`config.mk`:
```
export PLATFORM = sky130hd
export DESIGN_NAME = alu_share_scheduler
export DESIGN_NICKNAME = d
export VERILOG_FILES = /design/src/rtl/alu_share_scheduler.sv
export SDC_FILE = /design/constraint.sdc
export NUM_CORES = 1
export LEC_CHECK = 0
export ABC_AREA = 1
export CORE_MARGIN = 1
export CORE_UTILIZATION = 43
export CTS_CLUSTER_SIZE = 25
export DETAILED_ROUTE_END_ITERATION = 10
export GPL_ROUTABILITY_DRIVEN = 0
export PLACE_DENSITY = 0.86
export REMOVE_ABC_BUFFERS = 1
export SYNTH_ARGS = -nofsm -noshare
export SYNTH_HDL_FRONTEND = slang
export SYNTH_SLANG_ARGS = --single-unit
export TNS_END_PERCENT = 50
```
`constraint.sdc`:
```
create_clock -name clk -period 5.85 [get_ports clk]
set_input_delay 0.8775 -clock clk [delete_from_list [all_inputs] [get_ports clk]]
set_output_delay 0.8775 -clock clk [all_outputs]
set_load 0.1 [all_outputs]
```
`src/rtl/alu_share_scheduler.sv`:
```
// Round-robin sharing of one combinational ALU between NREQ requesters.
// Each op runs IDLE (grant) -> EXEC (ALU driven from op regs) -> RESP (hold result).
module alu_share_scheduler #(
  parameter int WIDTH = 32,
  parameter int NREQ  = 2
) (
  input  logic                  clk,
  input  logic                  reset,
  input  logic [NREQ-1:0]       req_valid,
  output logic [NREQ-1:0]       req_ready,
  input  logic [4*NREQ-1:0]     req_ctrl,
  input  logic [WIDTH*NREQ-1:0] req_a,
  input  logic [WIDTH*NREQ-1:0] req_b,
  output logic [3:0]            alu_ctrl,
  output logic [WIDTH-1:0]      alu_a,
  output logic [WIDTH-1:0]      alu_b,
  input  logic [WIDTH-1:0]      alu_result,
  input  logic                  alu_zero,
  output logic [NREQ-1:0]       rsp_valid,
  input  logic [NREQ-1:0]       rsp_ready,
  output logic [WIDTH-1:0]      rsp_data,
  output logic                  rsp_zero,
  output logic                  busy
);

  localparam int PW = $clog2(NREQ);

  typedef enum logic [1:0] {
    IDLE = 2'd0,
    EXEC = 2'd1,
    RESP = 2'd2
  } state_e;

  state_e            state_q, state_d;
  logic [PW-1:0]     ptr_q, ptr_d;
  logic [PW-1:0]     owner_q, owner_d;
  logic [3:0]        ctrl_q, ctrl_d;
  logic [WIDTH-1:0]  a_q, a_d;
  logic [WIDTH-1:0]  b_q, b_d;
  logic [WIDTH-1:0]  data_q, data_d;
  logic              zero_q, zero_d;

  logic              found;
  logic [PW-1:0]     winner;
  logic [PW-1:0]     cand;
  int                arb_idx;

  // Scan from ptr downward in priority so the lowest offset wins last.
  always_comb begin
    found   = 1'b0;
    winner  = ptr_q;
    arb_idx = 0;
    cand    = '0;
    for (int k = NREQ - 1; k >= 0; k--) begin
      arb_idx = int'(ptr_q) + k;
      if (arb_idx >= NREQ) arb_idx = arb_idx - NREQ;
      cand = PW'(arb_idx);
      if (req_valid[cand]) begin
        found  = 1'b1;
        winner = cand;
      end
    end
  end

  always_comb begin
    state_d   = state_q;
    ptr_d     = ptr_q;
    owner_d   = owner_q;
    ctrl_d    = ctrl_q;
    a_d       = a_q;
    b_d       = b_q;
    data_d    = data_q;
    zero_d    = zero_q;
    req_ready = '0;
    rsp_valid = '0;
    unique case (state_q)
      IDLE: begin
        if (found) begin
          req_ready[winner] = 1'b1;
          ctrl_d  = req_ctrl[4*winner +: 4];
          a_d     = req_a[WIDTH*winner +: WIDTH];
          b_d     = req_b[WIDTH*winner +: WIDTH];
          owner_d = winner;
          state_d = EXEC;
        end
      end
      EXEC: begin
        data_d  = alu_result;
        zero_d  = alu_zero;
        state_d = RESP;
      end
      RESP: begin
        rsp_valid[owner_q] = 1'b1;
        if (rsp_ready[owner_q]) begin
          ptr_d   = (owner_q == PW'(NREQ - 1)) ? '0 : owner_q + PW'(1);
          state_d = IDLE;
        end
      end
      default: state_d = IDLE;
    endcase
  end

  always_ff @(posedge clk or posedge reset) begin
    if (reset) begin
      state_q <= IDLE;
      ptr_q   <= '0;
      owner_q <= '0;
      ctrl_q  <= 4'b0010;
      a_q     <= '0;
      b_q     <= '0;
      data_q  <= '0;
      zero_q  <= 1'b0;
    end else begin
      state_q <= state_d;
      ptr_q   <= ptr_d;
      owner_q <= owner_d;
      ctrl_q  <= ctrl_d;
      a_q     <= a_d;
      b_q     <= b_d;
      data_q  <= data_d;
      zero_q  <= zero_d;
    end
  end

  assign alu_ctrl = ctrl_q;
  assign alu_a    = a_q;
  assign alu_b    = b_q;
  assign rsp_data = data_q;
  assign rsp_zero = zero_q;
  assign busy     = (state_q != IDLE);

endmodule

```
==> results.py, run 1 <==
metrics = {
    "grt": {
        "track_usage_pct": 25.1,
        "grt_pass1_wl_mm": 25.5,
        "grt_busiest_layer": "met2",
        "grt_util_met1_pct": 29.2,
        "antenna_found_initial": 0,
        "overflow": 0,
        "grt_util_met3_pct": 6.16,
        "met2_usage_pct": 45.2,
        "grt_max_degree": 71,
        "grt_pass1_vias": 5205,
    },
    "critical_path": {
        "critical_path.slowest_cell": "clkdlybuf4s50_1",
        "timing.rr.start": "state_q[1]",
        "path_buf_inv": 2,
        "crit_chain": "clkdlybuf4s50_1, nand2_1, nand2_2, nor2_1, clkdlybuf4s50_1",
        "worstSetupStartpointType": "input pin",
        "crit_start": "req_valid[1]",
        "crit_path_max_fanout": 3,
        "endpoint": "req_ready[0]",
        "crit_top_cell": "clkdlybuf4s50_1",
        "required_ns": 4.97,
        "worstSetupPathType": "in2out",
        "r2r_slack_ns": 3.71,
        "arrival_ns": 2.75,
        "reg2reg_to": "rsp_data[25]",
        "worstRegToRegCells": 4,
        "cp_num_cells": 5,
        "critPathTopFamily": "buffers and inverters",
        "end_kind": "output pin",
        "slowest_delay_ns": 1.13,
    },
    "timing": {
        "final.setup.tns_ns": 0,
        "finClkSkew_ns": 0.00460,
        "rsz0062_at_grt": "false",
        "relSlewSlack_pct": 26.7,
        "min_period_ns": 3.63,
        "finalSetupViolCount": 0,
        "slew_violations": 0,
        "period_share_pct": 62.0,
        "worst_pin_slew_ns": 1.10,
        "fmax_mhz": 276,
        "setup_ws_ns": 2.22,
        "finalHoldViolCount": 0,
    },
    "finish": {
        "nets": 1183,
        "fillers": 976,
        "final_cell_mix": "clkdlybuf4s50_1, nand2_1, nand3_1",
        "antenna_cells": 0,
        "design_area_um2": 8530,
        "area_growth_pct": 58.4,
        "final_common_cell": "clkdlybuf4s50_1",
        "layout-drive-gt1-share_pct": 3.26,
    },
    "cts": {
        "root_buffer": "clkbuf_16",
        "htreeDepth": 3,
        "cts_hold_buf": 0,
        "clock_latency_ns": 0.34,
        "cts.path.max_buffers": 2,
        "clock-sinks": 105,
        "post_cts_resize_count": 0,
        "cts_buffers": 9,
        "cts_tree": "done",
        "cts.clk_slew.worst_paths_ns": 0.06,
        "cts_setup_buffers": 0,
    },
    "route": {
        "post-route-drc-count": 0,
        "firstDrtPassIters": 5,
        "drt-total-wl_mm": 16.2,
        "wl_per_cell_um": 13.7,
        "via_count": 5554,
        "viasPerCell": 4.71,
        "dr.first_iter.drc_count": 438,
        "ant_nets": 0,
    },
    "floorplan": {
        "start_util_pct": 44.5,
        "die_h_um": 114,
        "row_count": 40,
        "io_pins": 281,
        "dieArea_um2": 13000,
        "die_w_um": 114,
        "core-area_um2": 12100,
    },
    "job": {
        "cap_violations": 0,
    },
    "logic_synthesis": {
        "ys_ff_latch": 105,
        "synthDistinctLibCells": 18,
        "ys_top_cells_by_area": "dfrtp_1, nand2_1, nand3_1",
        "ys.warnings.count": 0,
        "syn-cell-area_um2": 5380,
        "synthesis.instances": 755,
        "synth_area_per_cell_um2": 7.13,
        "yosysSeqAreaShare_pct": 48.8,
        "synth_top_area_share_pct": 48.3,
        "synth_top_area_cell": "dfrtp_1",
    },
    "placed_design": {
        "dp_slack_ns": 2.23,
        "dpl-instance-area_um2": 8210,
        "hpwl_mm": 11.4,
        "io_buffers": 280,
    },
    "min_path": {
        "hold_path_class": "reg2reg",
    },
    "outcome": {
        "run_status": "completed",
    },
}
## per-layer routing
metal	wire length (um)	share of wire, %
met1	6480	40
met2	8060	50
met3	1340	8.3
met4	325	2.0
met5	5	0.031
## synth_stat cells
cell        n
o21ai_1     1
nand3_1   169
nand2_2     2
nor2_2      1
nor2_8      1
dfstp_2     1
nand2_1   279
inv_1     140
buf_4       5
inv_2       4
clkbuf_1    9
o21ai_0     2
buf_6       2
nand2_4     1
buf_2      28
dfrtp_1   104
nor2_1      5
buf_1       1
## worst register-to-register path, stage by stage (launching register included)
cell	delay [ns]
dfrtp_1	0.37
inv_2	0.44
nand2_1	0.83
nand2_1	0.29
nand2_1	0.09
## kinds of logic (layout without fill, tap and decap cells)
group	count (synthesis)	count (layout)	synth area share [%]
compound gates	3	3	0.279
buf+inv	189	446	14.5
flops	105	105	48.8
simple gates	458	458	36.4
## per-stage QoR
stage               hold WS, ns  util, %  instances
floorplan                 0.473        -        710
global placement          0.452     67.8       1165
detailed placement        0.458     67.8       1165
CTS                       0.470     70.4       1180
global route              0.485     70.4       1180
finish                    0.468     70.4       1180
## sequential cells by signal, indices dropped and copies added (netlist names)
signal and count:
alu_ctrl 4, rsp_data 32, state_q 2, rsp_zero 1
ptr_q 1, owner_q 1, alu_a 32, alu_b 32
## cell type report
class,count,area [um^2],share of cell area [%]
multi-input cells,461,1980,23.2
well taps,168,210,2.47
inverters,144,543,6.37
clock inverters,3,65.1,0.763
clock buffers,12,246,2.89
repair buffers,287,2850,33.5
flip-flops and latches,105,2630,30.8
## worst min path at each step
stage | slack (ns) | start | endpoint | cells after the start
6_report | 0.47 | alu_ctrl[1] | alu_ctrl[1] | 2
5_1_grt | 0.48 | rsp_data[19] | rsp_data[19] | 2
4_1_cts | 0.47 | alu_ctrl[1] | alu_ctrl[1] | 2
3_5_place_dp | 0.46 | rsp_data[19] | rsp_data[19] | 2
3_3_place_gp | 0.45 | rsp_data[14] | rsp_data[14] | 2
2_1_floorplan | 0.47 | ptr_q | ptr_q | 2
Power of run 1 is left out: the tool's default activity adds up to more than one toggle a clock period on the data nets, which glitch-free logic cannot reach.
==> inputs of run 2 (changes only) <==
Settings changed: CORE_UTILIZATION 43 to 36, PLACE_DENSITY 0.86 to 0.77.
Clock period 5.85 ns to 3.3 ns, I/O delays scaled along.
==> run 2 against run 1 <==
Effect of this change:
- via count increased by 0.47%
- setup slack got worse by 1.4 ns
- wire length rose by 3.3%
- hold slack lost 0.045 ns
- highest routed layer is now met4
- core utilization shrank 12 points
- first-iteration DRC count down 28%
- global-route usage decreased by 2.7 points
- critical path depth rose by 1
==> results.py, run 2 (same netlist as run 1, synthesis figures left out) <==
metrics = {
    "outcome": {
        "run_status": "completed",
    },
    "floorplan": {
        "io_pins": 281,
        "start_util_pct": 36.9,
        "die_h_um": 124,
        "dieArea_um2": 15400,
        "core-area_um2": 14600,
        "die_w_um": 124,
        "row_count": 44,
    },
    "timing": {
        "fmax_mhz": 409,
        "min_period_ns": 2.45,
        "period_share_pct": 74.1,
        "finalSetupViolCount": 0,
        "rsz0062_at_grt": "false",
        "worst_pin_slew_ns": 1.12,
        "finClkSkew_ns": 0.0116,
        "finalHoldViolCount": 0,
        "final.setup.tns_ns": 0,
        "slew_violations": 0,
        "relSlewSlack_pct": 24.9,
    },
    "grt": {
        "grt_pass1_wl_mm": 27.7,
        "antenna_found_initial": 0,
        "overflow": 0,
        "grt_max_degree": 71,
        "grt_pass1_vias": 5378,
        "track_usage_pct": 22.4,
    },
    "critical_path": {
        "required_ns": 2.80,
        "critPathTopFamily": "buffers and inverters",
        "worstSetupPathType": "reg2out",
        "arrival_ns": 1.95,
        "crit_path_max_fanout": 36,
        "crit_top_cell": "inv_2",
        "slowest_delay_ns": 0.48,
        "critical_path.slowest_cell": "inv_2",
        "crit_chain": "inv_2, nand2_4, nor2_8, inv_2, nor2_1, buf_12",
        "crit_start": "state_q[1]",
        "worstSetupStartpointType": "register",
        "path_buf_inv": 3,
        "end_kind": "output pin",
        "timing.rr.start": "state_q[1]",
    },
    "route": {
        "drt-total-wl_mm": 16.8,
        "ant_nets": 0,
        "wl_per_cell_um": 14.0,
        "viasPerCell": 4.66,
        "firstDrtPassIters": 4,
        "via_count": 5580,
        "post-route-drc-count": 0,
        "dr.first_iter.drc_count": 316,
    },
    "placed_design": {
        "io_buffers": 280,
        "hpwl_mm": 11.4,
    },
    "finish": {
        "area_growth_pct": 58.6,
        "final_cell_mix": "nand2_1, clkdlybuf4s50_1, nand3_1",
        "nets": 1184,
        "final_common_cell": "nand2_1",
        "antenna_cells": 0,
        "layout-drive-gt1-share_pct": 4.73,
    },
    "cts": {
        "cts_setup_buffers": 0,
        "cts.clk_slew.worst_paths_ns": 0.07,
        "htreeDepth": 3,
        "cts_tree": "done",
        "root_buffer": "clkbuf_16",
        "cts.path.max_buffers": 2,
        "post_cts_resize_count": 0,
        "clock-sinks": 105,
        "cts_hold_buf": 0,
        "cts_buffers": 9,
        "clock_latency_ns": 0.35,
    },
    "min_path": {
        "hold_path_class": "in2async",
    },
    "job": {
        "cap_violations": 0,
    },
}
-- run 2: changes by cell type in the layout (fill, tap and decap cells not counted), sizes merged --
cell	delta
buf	+12
clkbuf	-3
clkdlybuf4s50	-11
clkinvlp	+3
inv	+3
bufinv	-2
-- run 2: final timing paths --
kind	cells after the start	slack, ns	to
hold / removal	2	0.42	alu_b[7]
min in group clk	2	0.47	alu_ctrl[1]
setup reg to reg	4	1.10	rsp_data[15]
hold reg to reg	2	0.47	alu_ctrl[1]
setup / recovery	6	0.85	req_ready[1]
max in group asynchronous	3	2.15	alu_ctrl[1]
-- run 2: metrics by stage --
stage	hold slack (ns)	utilization, %	cells	worst slack [ns]	area, um^2
after floorplan	0.473	-	710	-1.11	5150
after global placement	0.453	56.6	1182	1.04	8250
after detailed placement	0.458	56.6	1182	0.991	8250
after CTS	0.412	58.5	1198	0.793	8540
after global routing	0.433	58.5	1198	0.713	8540
final	0.423	58.5	1198	0.854	8540
-- run 2: routing by layer --
layer | GRT usage [%] | up-vias | routed length [um]
met5 | 0 | - | 0
met3 | 7.65 | 20 | 1510
met4 | 7.87 | 0 | 335
met1 | 27.4 | 2563 | 7130
met2 | 36.7 | 223 | 7780
li1 | - | 2774 | -
-- run 2: worst register-to-register path: stages, from the launching register on --
cell     delay (ns)
dfrtp_1        0.38
inv_2          0.48
nand2_1        0.88
nand2_1        0.27
nand2_1        0.08
-- run 2: cell type report --
cell class | instances | area, um^2
flip-flops and latches | 105 | 2630
clock inverters | 7 | 62.6
fillers | 1346 | 6050
inverters | 144 | 543
well taps | 184 | 230
clock buffers | 9 | 225
repair buffers | 288 | 2870
multi-input cells | 461 | 1980
Power of run 2 is left out for the same reason.
==> inputs of run 3 (changes only) <==
Settings changed: CORE_UTILIZATION 36 to 40, PLACE_DENSITY 0.77 to 0.81.
Clock period 3.3 ns to 2.3 ns, I/O delays scaled along.
==> run 3 against run 2 <==
Effect of this change:
- first-iteration DRC count down 1.9%
- cell area down 1.2%
- global-route usage up 1.3 points
- clock-buffer cell count up 1
- setup slack worse by 0.67 ns
- non-clock buffer count up 6
- critical path type unchanged
==> results.py, run 3 (same netlist as run 1, synthesis figures left out) <==
metrics = {
    "finish": {
        "layout-drive-gt1-share_pct": 14.5,
        "fillers": 1193,
        "final_common_cell": "nand2_1",
        "nets": 1190,
        "multi_input_area_um2": 1980,
        "area_growth_pct": 56.8,
        "antenna_cells": 0,
        "regArea_um2": 2630,
        "final_cells": 1196,
        "final_cell_mix": "nand2_1, clkdlybuf4s50_1, nand3_1",
    },
    "timing": {
        "worst_pin_slew_ns": 0.574,
        "fmax_mhz": 472,
        "slew_violations": 0,
        "finalHoldViolCount": 0,
        "rsz0062_at_grt": "false",
        "finalSetupViolCount": 0,
        "fin_hold_ws_ns": 0.272,
        "period_share_pct": 92.2,
        "min_period_ns": 2.12,
        "finClkSkew_ns": 0.00779,
        "relSlewSlack_pct": 61.7,
    },
    "route": {
        "wl_per_cell_um": 13.5,
        "drt-total-wl_mm": 16.2,
        "post-route-drc-count": 0,
        "ant_nets": 0,
        "via_count": 5616,
        "dr.first_iter.drc_count": 310,
        "firstDrtPassIters": 4,
        "viasPerCell": 4.70,
    },
    "cts": {
        "cts.path.max_buffers": 2,
        "cts.clk_slew.worst_paths_ns": 0.07,
        "post_cts_resize_count": 0,
        "cts_tree": "done",
        "htreeDepth": 3,
        "root_buffer": "clkbuf_16",
        "clock_latency_ns": 0.34,
        "clock-sinks": 105,
        "cts_hold_buf": 0,
        "cts_setup_buffers": 0,
        "cts_buffers": 9,
    },
    "floorplan": {
        "start_util_pct": 40.8,
        "die_w_um": 118,
        "row_count": 42,
        "dieArea_um2": 13900,
        "core-area_um2": 13200,
        "die_h_um": 118,
        "io_pins": 281,
    },
    "grt": {
        "track_usage_pct": 23.7,
        "grt_pass1_wl_mm": 26.3,
        "grt_pass1_vias": 5271,
        "grt_max_degree": 71,
        "overflow": 0,
        "antenna_found_initial": 0,
    },
    "critical_path": {
        "worstSetupPathType": "reg2out",
        "crit_top_cell": "inv_2",
        "end_kind": "output pin",
        "cp_num_cells": 6,
        "worstSetupStartpointType": "register",
        "endpoint": "req_ready[1]",
        "reg2reg_to": "rsp_data[31]",
        "crit_path_max_fanout": 21,
        "path_buf_inv": 3,
        "critPathTopFamily": "buffers and inverters",
        "worstRegToRegCells": 6,
        "timing.rr.start": "state_q[1]",
        "critical_path.slowest_cell": "dfrtp_1",
        "slowest_delay_ns": 0.37,
        "arrival_ns": 1.77,
        "crit_start": "state_q[1]",
        "required_ns": 1.96,
        "crit_chain": "inv_2, nand2_4, nor2_8, inv_2, nor2_1, buf_12",
        "r2r_slack_ns": 0.72,
    },
    "placed_design": {
        "hpwl_mm": 11.7,
        "io_buffers": 280,
        "post-place-cells": 1180,
    },
    "min_path": {
        "hold_path_class": "in2async",
    },
    "outcome": {
        "run_status": "completed",
    },
    "job": {
        "cap_violations": 0,
    },
}
run 3: metal layers:
metal  part of all wire (%)  track usage, %  up-vias
li1                       -               -     2787
met1                     42            30.1     2568
met2                     48            40.0      239
met3                    7.8            5.14       22
met4                    1.8            7.85        0
met5                      0               0        -
run 3: cell type report:
| type | instances | share of cell area (%) |
|---|---|---|
| Clock buffer | 10 | 2.83 |
| Sequential cell | 105 | 31.1 |
| Clock inverter | 6 | 0.875 |
| Multi-Input combinational cell | 461 | 23.5 |
| Tap cell | 176 | 2.61 |
| Timing Repair Buffer | 294 | 32.6 |
| Inverter | 144 | 6.43 |
run 3: stage by stage:
| stage | instance area [um^2] | util (%) | TNS [ns] | setup WS, ns |
|---|---|---|---|---|
| 5_1_grt | 8440 | 64.0 | 0 | 0.0508 |
| 3_5_place_dp | 8130 | 61.6 | 0 | 0.322 |
| 6_report | 8440 | 64.0 | 0 | 0.180 |
| 4_1_cts | 8440 | 64.0 | 0 | 0.131 |
| 2_1_floorplan | 5150 | - | -105.97 | -1.81 |
| 3_3_place_gp | 8130 | 61.6 | 0 | 0.330 |
run 3: worst min-delay path by stage:
| stage | to | slack, ns | startpoint | depth (start not counted) |
|---|---|---|---|---|
| 5_1_grt | rsp_data[18] | 0.27 | reset | 2 |
| 3_5_place_dp | rsp_data[1] | 0.46 | rsp_data[1] | 2 |
| 3_3_place_gp | rsp_data[28] | 0.45 | rsp_data[28] | 2 |
| 6_report | rsp_data[18] | 0.27 | reset | 2 |
| 4_1_cts | rsp_data[18] | 0.27 | reset | 2 |
| 2_1_floorplan | ptr_q | 0.47 | ptr_q | 2 |
Power of run 3 is left out for the same reason.
==> edit 1, RTL diff (settings of run 3) <==
Re-encode `state_e` (3 states) as one-hot, 3 bits wide.
--- a/src/rtl/alu_share_scheduler.sv
+++ b/src/rtl/alu_share_scheduler.sv
@@ -27,6 +27,6 @@
 
-  typedef enum logic [1:0] {
-    IDLE = 2'd0,
-    EXEC = 2'd1,
-    RESP = 2'd2
+  typedef enum logic [2:0] {
+    IDLE = 3'b001,
+    EXEC = 3'b010,
+    RESP = 3'b100
   } state_e;
Check against the original RTL: no difference found for any inputs over 4 cycles, from zero or initial values and one cycle with reset high; so few cycles prove little.
==> edit 1 against run 3 <==
Sequential cell count rose by 1. Global-route usage is 0.45 points lower. Wire length fell by 2.4%. Area after synthesis increased by 0.74%. Critical path type unchanged. Largest cell class unchanged. Via count decreased by 2.4%. Worst setup slack improved by 0.12 ns. Register-to-register slack better by 0.10 ns. Highest routed layer unchanged. Design area shrank 0.24%. Cell count grew 0.59%.
Power is left out: the tool's default activity adds up to more than one toggle a clock period on the data nets, which glitch-free logic cannot reach.
==> edit 1: results (changes against run 3) <==
Met2 Routed Length=7620 µm (-2.6%); Hold WS=0.358 ns (+0.0863 ns); top cells by area, synth=dfrtp_1, nand2_1, nand3_1; fraction of area in clock buffers and inverters=0.0337 (-0.00333); CP top delay family=flip-flops; share of cells above drive strength 1=0.145 (about the same); Distinct cells, synth=17 (-1); clk_skew=0.00938 ns (+0.00159 ns); CP max FO=5 (-76%); Multi-Input Combinational=433 (-6.1%); critical path's largest stage delay=0.55 ns (+0.18 ns); first-pass GRT wire length=26,000 µm (-1.4%); launch point of the worst reg-to-reg path=ptr_q; reg2reg setup slack=0.82 ns (+0.10 ns); outcome=complete, no violations; crit path from=state_q[0]; Global Route Usage Sum=0.233 (-0.00451); Starting DRT DRC Count=351 (+13%); RR Endpoint=alu_b[4]; NonClk Buf Share=0.322 (-0.00457); Fill cells=1,170 (-1.9%); R2R depth=7 (+1); metal3 WL=996 µm (-21%); #FFs+latches synth=106 (+0.95%); Synth Area in Compound Gates=0.0341 (+0.0314); post-synthesis sequential area ratio=0.490 (+0.00124); WL met1=6660 µm (-1.8%); fin cells=1,203 (+0.59%); # clk buffers=9 (-1); Post-Syn Instances=760 (+0.66%); Worst-Margin Slew=0.513 ns (-0.0611 ns); DR vias/cell=4.56 (-2.9%); sequential cell area share=0.315 (+0.00386)
## edit 1: changes by cell type after synthesis, moves of 2 or more
cell	delta
clkbuf_1	-2
inv_1	+36
nand2_1	-32
nand3_1	-31
o21ai_0	+34
## edit 1: per-stage QoR
| stage | area, µm² | setup TNS [ns] |
|---|---|---|
| finish | 8420 | 0 |
| global route | 8420 | 0 |
| CTS | 8420 | 0 |
| detailed placement | 8140 | 0 |
| global placement | 8140 | 0 |
| floorplan | 5190 | -109.37 |
## edit 1: worst max path at each step
stage / cells after the start / endpoint / slack [ns]
detailed placement: 7 / alu_b[28] / 0.36
CTS: 5 / req_ready[1] / 0.28
global route: 5 / req_ready[1] / 0.22
global placement: 7 / alu_a[21] / 0.39
finish: 5 / req_ready[1] / 0.30
floorplan: 4 / req_ready[1] / -1.82
## edit 1: layer usage
metal | track usage | up-vias
met5 | 0 | -
met3 | 0.0449 | 31
met2 | 0.393 | 209
met4 | 0.0949 | 0
li1 | - | 2775
met1 | 0.292 | 2468
==> edit 2, RTL diff (config.mk and constraints of run 3) <==
Made on the original files. `WIDTH`: 32 -> 48.
--- a/src/rtl/alu_share_scheduler.sv
+++ b/src/rtl/alu_share_scheduler.sv
@@ -3,3 +3,3 @@
 module alu_share_scheduler #(
-  parameter int WIDTH = 32,
+  parameter int WIDTH = 48,
   parameter int NREQ  = 2
Ports: changed (6 resized); port bits go from 281 to 409. No check against the original RTL was run, so the function may have changed too.
==> edit 2 against run 3 <==
Worst setup slack improved by 0.0018 ns. Area after synthesis up 47%. First-iteration DRC count rose by 15%. Via count grew 48%. Design area is 46% higher. Sequential cell count rose by 48. Fmax hardly changed. Wire length is 61% higher. Largest cell class unchanged.
Power is not shown: default switching activity piles up to over one toggle a cycle in this logic, so the estimate is an artifact.
==> edit 2: results (changes against run 3) <==
outcome=complete, no violations; clk_skew=0.0113 ns (+0.00353 ns); Synth Area in Compound Gates=0.00254 (-0.000252); post-synthesis sequential area ratio=0.485 (-0.00293); dpl cell area=11,800 µm² (+45%); Hold WC Path Type=in -> async; diodes inserted=0 (unchanged); final wirelength=26,000 µm (+61%); Syn. warnings=0 (unchanged); Starting DRT DRC Count=356 (+15%); vias in the first global route=7,612 (+44%); maximum root-to-sink buffer count=2 (unchanged); Num CTS Buffers=17 (+8); asr flop ratio synth=1.00 (unchanged); Synth Area in XOR/XNOR=0 (unchanged); # port buffers=408 (+46%); first-pass GRT wire length=39,800 µm (+51%); total gr overflow=0 (unchanged); clock-pin slew on the worst setup and hold paths=0.07 ns (about the same); Fill cells=1,697 (+42%); pin count of the biggest net entering global routing=103 (+45%); DP Wirelength=18,900 µm (+62%); max cap viols=0 (unchanged); grt met3 use=0.0787 (+0.0274); top cells by area, synth=dfrtp_1, nand2_1, nand3_1; Post-synth top flop=dfrtp_1; TritonRoute pass-1 iters=5 (+1); Adder-Cell Fraction of Synth Area=0 (unchanged); met1 Use GR=0.286 (-0.0156); Synth top cells by count=nand2_1, nand3_1, inv_1; R2R depth=5 (-1); reg2reg setup slack=0.56 ns (-0.16 ns); Post-CTS Setup Inserts=0 (unchanged); Clock Root Buffer=clkbuf_16; initial antenna violation count=0 (unchanged); share of cells above drive strength 1=0.145 (+0.000259); htree depth=4 (+1); Worst-Skew Late Latency=0.42 ns (+0.08 ns); Arr. time, crit path=1.77 ns (about the same); Layout Nets=1,728 (+45%); Distinct cells, synth=15 (-3); Rel. slew slack=0.634 (+0.0166); mux contribution to synthesized area=0 (unchanged); GR Util met2=0.448 (+0.0484); launch point of the worst reg-to-reg path=state_q[0]; Global Route Usage Sum=0.255 (+0.0174); CP max FO=3 (-86%); Vias=8,300 (+48%); RR Endpoint=rsp_data[4]; PostCTS Resize Cnt=0 (unchanged); Final Util=0.637 (-0.00250)
[edit 2: cell count changes after synthesis, moves of 4 or more]
cell	before	now
inv_1	140	204
buf_4	5	1
buf_2	28	36
nand2_1	279	408
buf_6	2	18
nand3_1	169	249
clkbuf_1	9	16
dfrtp_1	104	152
[edit 2: how the worst max path moves through the flow]
stage,from,end,slack (ns),cells after the start
5_1_grt,state_q[1],req_ready[1],0.06,6
2_1_floorplan,req_valid[1],req_ready[1],-3.76,4
4_1_cts,state_q[1],req_ready[1],0.12,6
6_report,state_q[1],req_ready[1],0.18,6
3_3_place_gp,req_valid[0],req_ready[1],0.17,6
3_5_place_dp,req_valid[0],req_ready[1],0.18,6
[edit 2: per-layer routing]
layer	wire length (µm)	vias to the layer above
li1	-	4056
met1	9690	3841
met2	13000	350
met3	2460	53
met4	791	0
met5	0	-
[edit 2: final cells by class]
| type | count | area share |
|---|---|---|
| Inverter | 207 | 0.0634 |
| Timing Repair Buffer | 426 | 0.323 |
| Tap cell | 265 | 0.0268 |
| Sequential cell | 153 | 0.310 |
| Multi-Input combinational cell | 668 | 0.231 |
| Clock inverter | 13 | 0.00880 |
| Clock buffer | 19 | 0.0366 |
[edit 2: metrics by stage]
stage	hold WS (ns)	setup WS (ns)	cells	setup TNS, ns
6_report	0.314	0.182	1751	0
5_1_grt	0.342	0.0639	1751	0
4_1_cts	0.326	0.125	1751	0
3_5_place_dp	0.459	0.175	1719	0
3_3_place_gp	0.454	0.166	1719	0
2_1_floorplan	0.491	-3.76	1028	-557.67
[edit 2: worst max-delay path, stage by stage, from the launching register on]
cell and delay, ns:
dfrtp_1 0.39, inv_2 0.10, nand2_2 0.11, nor2_4 0.21
clkinv_2 0.13, nor2_1 0.20, buf_12 0.21
